===== src/rtl/ring_osc_pkg.sv =====
// Shared definitions for the ring-oscillator scan sequencer.
package ring_osc_pkg;

    typedef enum logic [2:0] {
        ST_IDLE,
        ST_CLEAR,
        ST_GATE,
        ST_SETTLE,
        ST_CAPTURE,
        ST_EMIT,
        ST_DONE
    } state_t;

    // The timer holds a reload value of (window - 1), so clog2 of the longest
    // window is enough; the result is clamped to one bit.
    function automatic int timer_width(input int gate_cycles, input int settle_cycles);
        int longest;
        longest = (gate_cycles > settle_cycles) ? gate_cycles : settle_cycles;
        return (longest < 2) ? 1 : $clog2(longest);
    endfunction

endpackage


===== src/rtl/ring_osc_timer.sv =====
// Loadable down-counter that times the gate and settle windows.
// When loaded with N-1, expired is high N cycles later and stays high.
module ring_osc_timer #(
    parameter int W = 4
) (
    input  logic         clk,
    input  logic         rst,
    input  logic         load,
    input  logic [W-1:0] load_value,
    output logic         expired
);

    logic [W-1:0] count;

    // Count down to zero, then park there until the next load.
    always_ff @(posedge clk) begin
        if (rst) begin
            count <= '0;
        end else if (load) begin
            count <= load_value;
        end else if (count != '0) begin
            count <= count - W'(1);
        end
    end

    assign expired = (count == '0);

endmodule


===== src/rtl/ring_osc_scan_ctrl.sv =====
// Measurement sequencer: walks every oscillator through clear, gate, settle
// and capture, streams each count out and tracks the fastest oscillator.
module ring_osc_scan_ctrl
    import ring_osc_pkg::*;
#(
    parameter int NUM_RO        = 8,
    parameter int GATE_CYCLES   = 100,
    parameter int SETTLE_CYCLES = 4,
    parameter int CNT_W         = 8,
    parameter int SEL_W         = $clog2(NUM_RO)
) (
    input  logic             clk,
    input  logic             rst,
    input  logic             start,
    input  logic             abort,
    output logic             busy,
    output logic             done,
    output logic [SEL_W-1:0] ro_sel,
    output logic             ro_en,
    output logic             cnt_clr,
    input  logic [CNT_W-1:0] cnt_in,
    output logic             res_valid,
    input  logic             res_ready,
    output logic [SEL_W-1:0] res_idx,
    output logic [CNT_W-1:0] res_value,
    output logic [SEL_W-1:0] max_idx,
    output logic [CNT_W-1:0] max_value
);

    localparam int               TMR_W       = timer_width(GATE_CYCLES, SETTLE_CYCLES);
    localparam logic [TMR_W-1:0] GATE_LOAD   = TMR_W'(GATE_CYCLES - 1);
    localparam logic [TMR_W-1:0] SETTLE_LOAD = TMR_W'(SETTLE_CYCLES - 1);
    localparam logic [SEL_W-1:0] LAST_IDX    = SEL_W'(NUM_RO - 1);

    state_t           state;
    state_t           state_next;
    logic [SEL_W-1:0] idx;
    logic             tmr_load;
    logic [TMR_W-1:0] tmr_value;
    logic             tmr_expired;
    logic             scan_start;
    logic             handshake;

    assign scan_start = (state == ST_IDLE) && start && !abort;
    assign handshake  = (state == ST_EMIT) && res_ready && !abort;

    ring_osc_timer #(
        .W (TMR_W)
    ) u_timer (
        .clk        (clk),
        .rst        (rst),
        .load       (tmr_load),
        .load_value (tmr_value),
        .expired    (tmr_expired)
    );

    // Next-state logic; the timer is reloaded on entry to each timed window
    // and abort overrides whatever transition was chosen.
    always_comb begin
        state_next = state;
        tmr_load   = 1'b0;
        tmr_value  = GATE_LOAD;
        case (state)
            ST_IDLE: begin
                if (start) begin
                    state_next = ST_CLEAR;
                end
            end
            ST_CLEAR: begin
                state_next = ST_GATE;
                tmr_load   = 1'b1;
                tmr_value  = GATE_LOAD;
            end
            ST_GATE: begin
                if (tmr_expired) begin
                    state_next = ST_SETTLE;
                    tmr_load   = 1'b1;
                    tmr_value  = SETTLE_LOAD;
                end
            end
            ST_SETTLE: begin
                if (tmr_expired) begin
                    state_next = ST_CAPTURE;
                end
            end
            ST_CAPTURE: begin
                state_next = ST_EMIT;
            end
            ST_EMIT: begin
                if (res_ready) begin
                    state_next = (idx == LAST_IDX) ? ST_DONE : ST_CLEAR;
                end
            end
            ST_DONE: begin
                state_next = ST_IDLE;
            end
            default: begin
                state_next = ST_IDLE;
            end
        endcase
        if (abort) begin
            state_next = ST_IDLE;
        end
    end

    // State register.
    always_ff @(posedge clk) begin
        if (rst) begin
            state <= ST_IDLE;
        end else begin
            state <= state_next;
        end
    end

    // Control outputs decoded from the next state so they are flops that line
    // up exactly with the state they belong to.
    always_ff @(posedge clk) begin
        if (rst) begin
            busy      <= 1'b0;
            done      <= 1'b0;
            cnt_clr   <= 1'b0;
            ro_en     <= 1'b0;
            res_valid <= 1'b0;
        end else begin
            busy      <= (state_next != ST_IDLE);
            done      <= (state_next == ST_DONE);
            cnt_clr   <= (state_next == ST_CLEAR);
            ro_en     <= (state_next == ST_GATE);
            res_valid <= (state_next == ST_EMIT);
        end
    end

    // Oscillator index; it only advances on an accepted result so ro_sel is
    // stable from CLEAR through EMIT.
    always_ff @(posedge clk) begin
        if (rst) begin
            idx <= '0;
        end else if (scan_start) begin
            idx <= '0;
        end else if (handshake && (idx != LAST_IDX)) begin
            idx <= idx + SEL_W'(1);
        end
    end

    assign ro_sel = idx;

    // Result payload and running maximum; strict compare keeps the lower
    // index on ties.
    always_ff @(posedge clk) begin
        if (rst) begin
            res_idx   <= '0;
            res_value <= '0;
            max_idx   <= '0;
            max_value <= '0;
        end else if (scan_start) begin
            max_idx   <= '0;
            max_value <= '0;
        end else if ((state == ST_CAPTURE) && !abort) begin
            res_idx   <= idx;
            res_value <= cnt_in;
            if (cnt_in > max_value) begin
                max_idx   <= idx;
                max_value <= cnt_in;
            end
        end
    end

endmodule


===== config.mk =====
export PLATFORM = sky130hd
export DESIGN_NAME = ring_osc_scan_ctrl
export DESIGN_NICKNAME = d
export VERILOG_FILES = /design/src/rtl/ring_osc_pkg.sv /design/src/rtl/ring_osc_timer.sv /design/src/rtl/ring_osc_scan_ctrl.sv
export SDC_FILE = /design/constraint.sdc
export NUM_CORES = 1
export LEC_CHECK = 0
export ABC_AREA = 1
export CAP_MARGIN = 25
export CORE_UTILIZATION = 30
export CTS_CLUSTER_DIAMETER = 200
export DETAILED_ROUTE_END_ITERATION = 6
export RECOVER_POWER = 100
export SETUP_SLACK_MARGIN = 0.2
export SLEW_MARGIN = 20
export SYNTH_ARGS = -nofsm -noshare
export SYNTH_HDL_FRONTEND = slang
export SYNTH_SLANG_ARGS = --single-unit

===== constraint.sdc =====
create_clock -name clk -period 1.7 [get_ports clk]
set_input_delay 0.255 -clock clk [delete_from_list [all_inputs] [get_ports clk]]
set_output_delay 0.255 -clock clk [all_outputs]
set_load 0.01 [all_outputs]

* Word-level counts from Yosys, hierarchy flattened *
Cells that the tools add are included.

word-level totals
  bits in registers = 40
  output and inout port bits = 30
  word-level logic and storage cells = 55

operators by class
  add/subtract/negate cells = 2
  magnitude comparators = 1
  equal/unequal tests = 11
  multiplexer cells = 13
  bitwise logic cells = 1
  reductions and logical operators = 15

operators with widths
  operator             count
  $mux 7               4
  $mux 3               6
  $pmux 3 s6           1
  $eq 3x3->1 const B   5
  $eq 3x2->1 const B   3
  $gt 8x8->1           1
  $logic_not 7->1      1
  $reduce_bool 7->1    1
  $sub 7x1->7 const B  1
  $eq 3x1->1 const B   2
  $logic_and 1x1->1    6
  $reduce_and 2->1     2
  $add 3x1->3 const B  1
  $logic_not 3->1      1
  $ne 3x3->1 const B   1
  $reduce_bool 3->1    1
  $pmux 1 s2           1
  $reduce_bool 2->1    1
  $reduce_or 2->1      1
  $logic_not 1->1      1
  $mux 1               1
  $not 1->1            1

* Logic depth before layout (Yosys ltp) *
  depth after elaboration = 6
  gate-level depth with buffers = 13

* Hierarchy *
A second synthesis with hierarchy kept.

second synthesis, totals
  cells, all modules = 290
  area total of the unflattened synthesis = 2,164.6 µm²

by module, submodules not included
  module              times used  cells each  area an instance (µm²)  sequential area each (µm²)
  ring_osc_scan_ctrl  1           223         1,634.1                 660.6
  ring_osc_timer      1           67          530.5                   140.1

* Least setup slack after synthesis *
No wires, ideal clock.

  path type = reg-to-reg
  start point = reg max_value[7]
  end point = reg max_value[2]
  library setup time = 0.115 ns
  data arrival time = 1.471 ns
  data required time = 1.585 ns
  setup slack = 0.114 ns
  stages on the path, launching flop included = 11
  buffers on the path = 1
  clock period less this slack = 1.586 ns
  cells stage by stage = dfxtp_1 inv_1 ha_1 nand2_1 nor2_1 nand2_1 nand2_1 buf_2 nand3_1 nand2_1 nor2_1

on the way
  cells in the longest elaborated chain, start to end = 2

RTL lines
  item                        RTL line                   RTL
  start: declaration          ring_osc_scan_ctrl.sv:27   output logic [CNT_W-1:0] max_value
  start signal: assignment    ring_osc_scan_ctrl.sv:163  max_value <= cnt_in;
  $gt 8x8->1                  ring_osc_scan_ctrl.sv:161  if (cnt_in > max_value) begin
  $reduce_and 2->1 (no line)  --

No other way between the ends.
A chain may end at the register's enable or synchronous reset.

* Worst setup path after layout *
  start point = reg max_value[1]
  end point = reg max_value[4]

Same word-level chain as after synthesis.

==> results.cfg <==
[outcome]
status = completed

[die]
num_rows = 29
pin_count = 43
die_w_um = 83.05
start_util = 0.3103
core_sq_um = 6350
dieArea_sq_um = 6897
die_h_um = 83.05

[synthesis]
ys_seq_area_frac = 0.4063
ys.flop_type = dfxtp_1
synth_area_sq_um = 1971
synth_area_leaders = dfxtp_1 41%, nand2_1 10%, nand3_1 8.6%
async_reset_ff_frac = 0
yosysUniqueCellTypes = 27
syn_inst = 274
yosysMostFrequentCell = nand2_1
synth.avg_cell_area_sq_um = 7.192
synth_top_area_share = 0.4063
synth.top_cells.by_count = 55 x nand2_1, 40 x dfxtp_1, 38 x inv_1
synth_top_area_cell = dfxtp_1
synth_edf_count = 0
synth-seq-cells = 40
yosysWarningCount = 0
synth_nets = 298

[pwr]
p_int_w = 0.001917
p_sw_w = 0.0008392
p_comb_frac = 0.285
p_leak_nw = 1.382
clkPwrFrac = 0.327
p_sw_frac = 0.3045
seqPwrFrac = 0.388
power-per-cell-area_nw_per_um2 = 885.3
vdd_drop_max_uv = 417.8

[routing]
wl_per_cell_um = 12.43
drc_errors = 0
first_pass_iters = 4
wl_um = 5221
dr_total_vias = 1925
postRouteAntennaNets = 0
via_per_inst = 4.583
first_iter_violations = 59

[timing]
hold_viol = 0
tightest_slew_ns = 0.5042
finClkSkew_ns = 0.005985
setup_tns_ns = 0
rsz0062_at_grt = true
setup_violations = 0
period_needed_ns = 1.550
finalMaxSlewViolations = 0
whs_ns = 0.3861
slew_headroom = 0.6639
fin_crit_sh = 0.9120
fmax_mhz = 645.0

[clock_tree]
cts_max_level = 2
cts_tree = built
clk_pin_slew_ns = 0.08
clock_sinks = 40
cts-root-buf = clkbuf_8
holdBufCountCts = 0
clkLatencyLatePin_ns = 0.29
cts_buffers = 5
ctsLongestPathBuffers = 2

[global_route]
antenna_found_initial = 0
grt_pass1_wl_um = 8397
grt_max_degree = 19
track_usage = 0.1512
globalRouteOverflowTotal = 0
first_global_vias = 1779

[hold_path]
worstHoldEndpoint = res_value[0]$_SDFFE_PP0P_
hp-start = cnt_in[0]
hold_class = in2reg
hold_path_depth = 3

[layout]
syn_to_final_growth_pct = 57.97
fillers = 594
seqCellArea_sq_um = 809.5
nets = 367
layout.cells.non_filler = 420
layout-drive-gt1-share = 0.3003
postLayoutCellArea_sq_um = 3113
multi_input_area_sq_um = 1247
insertedDiodeCount = 0
final_util = 0.4902

[placement]
place_inst = 404
gp_congestion = 0.8735
place.detailed.hpwl_um = 3399
placed_cell_area_sq_um = 2601
io_buffer_count = 42

[worst_setup_path]
cp_data_arrival_time_ns = 1.78
criticalPathCategory = reg2reg
r2r_end = max_value[4]$_SDFFE_PP0P_
r2r-start = max_value[1]$_SDFFE_PP0P_
worstSetupEndpointType = flop
reg2reg_depth = 10
required_ns = 1.93
r2r_setup_slack_ns = 0.15
startpoint_type = flop
crit_fanout = 8
critPathLaunch = max_value[1]$_SDFFE_PP0P_

[flow_run]
max_cap_viol_count = 0
## repair_timing
item,in CTS,in global routing
buffers inserted,3,3
pin swaps,19,15
setup endpoints to repair,14,31
gates cloned,3,0
gates resized for setup,59,45
endpoints found under the hold margin,0,0
## state kept, by name, indices dropped and copies added (netlist names)
signal,flops
cnt_clr,1
max_value,8
res_value,8
state,3
ro_sel,3
res_idx,3
done,1
u_timer.count,7
res_valid,1
busy,1
max_idx,3
ro_en,1
## through the flow
step           setup slack, ns  power (W)
2_1_floorplan           0.2161   0.001592
3_3_place_gp           -0.2116   0.001768
3_5_place_dp           -0.1993   0.001791
4_1_cts                 0.2101   0.002725
5_1_grt                0.04858   0.002924
6_report                0.1496   0.002756
## kinds of logic after synthesis
| kind of cell | Yosys count | share of synthesized area |
|---|---|---|
| flip-flops | 40 | 0.4064 |
| XOR/XNOR | 4 | 0.01778 |
| adder cells (fa/ha/maj) | 11 | 0.06984 |
| AND/OR/NAND/NOR | 124 | 0.2730 |
| AO/OA/AOI/OAI | 45 | 0.1270 |
| buffers and inverters | 50 | 0.1060 |
## critical path: stages, from the launching register on
cell	delay, ns
dfxtp_1	0.38
inv_2	0.06
ha_4	0.28
nand2_4	0.05
nor2_4	0.13
a21oi_4	0.08
buf_4	0.14
buf_12	0.13
nand3_2	0.06
nand2_1	0.05
nor2_2	0.11
## layout make-up
class / count / share of cell area
timing repair buffer: 72 / 0.2186
clock buffer: 5 / 0.02211
sequential: 40 / 0.2600
multi-input combinational: 184 / 0.4007
tap: 77 / 0.03095
clock inverter: 2 / 0.01929
inverter: 40 / 0.04823
## layout by cell type, fill, tap and decap left out, types with 2 or more instances in the layout
cell	netlist	layout
ha_2	0	2
buf_4	0	20
nand2_1	55	44
a21oi_1	30	20
nor2_2	0	3
dlygate4sd3_1	0	25
nor2_4	1	3
nor2_1	30	25
a21oi_2	0	7
o21ai_0	7	6
bufinv_16	0	2
ha_1	11	2
inv_2	1	9
dlygate4sd2_1	0	10
nand2_2	1	8
dfxtp_1	40	33
clkdlybuf4s50_1	0	3
nand3_1	34	22
ha_4	0	7
nand2_4	0	4
dfxtp_2	0	7
buf_6	2	6
clkdlybuf4s25_1	0	4
nand3_2	0	12
a21oi_4	1	4
xor2_1	3	3
o21bai_1	2	2
inv_1	38	30
clkbuf_8	0	5
clkbuf_1	3	2
## how the worst max path moves through the flow
stage	to	slack [ns]	depth (start not counted)
2_1_floorplan	max_value[2]$_SDFFE_PP0P_	0.22	10
3_3_place_gp	max_value[0]$_SDFFE_PP0P_	-0.21	9
3_5_place_dp	max_value[1]$_SDFFE_PP0P_	-0.20	9
4_1_cts	ro_sel[2]	0.21	1
5_1_grt	max_value[0]$_SDFFE_PP0P_	0.05	10
6_report	max_value[4]$_SDFFE_PP0P_	0.15	10
## metal layers
layer / wire length, um / vias to the layer above / GRT usage / share of wire
met4: 84 / 0 / 0.04232 / 0.016
met2: 2474 / 39 / 0.2392 / 0.47
li1: - / 1011 / - / -
met5: 0 / - / 0 / 0
met1: 2481 / 868 / 0.2057 / 0.48
met3: 181 / 7 / 0.03479 / 0.035
## power groups by stage
stage | clock [W] | sequential [W] | combinational (W)
after floorplan | 0 | 0.00108 | 0.000511
after global placement | 0 | 0.00109 | 0.000681
after detailed placement | 0 | 0.00109 | 0.000702
after CTS | 0.000922 | 0.00107 | 0.000735
after global routing | 0.000960 | 0.00108 | 0.000887
final | 0.000901 | 0.00107 | 0.000786
No activity file was read; power rests on OpenSTA's default activity.
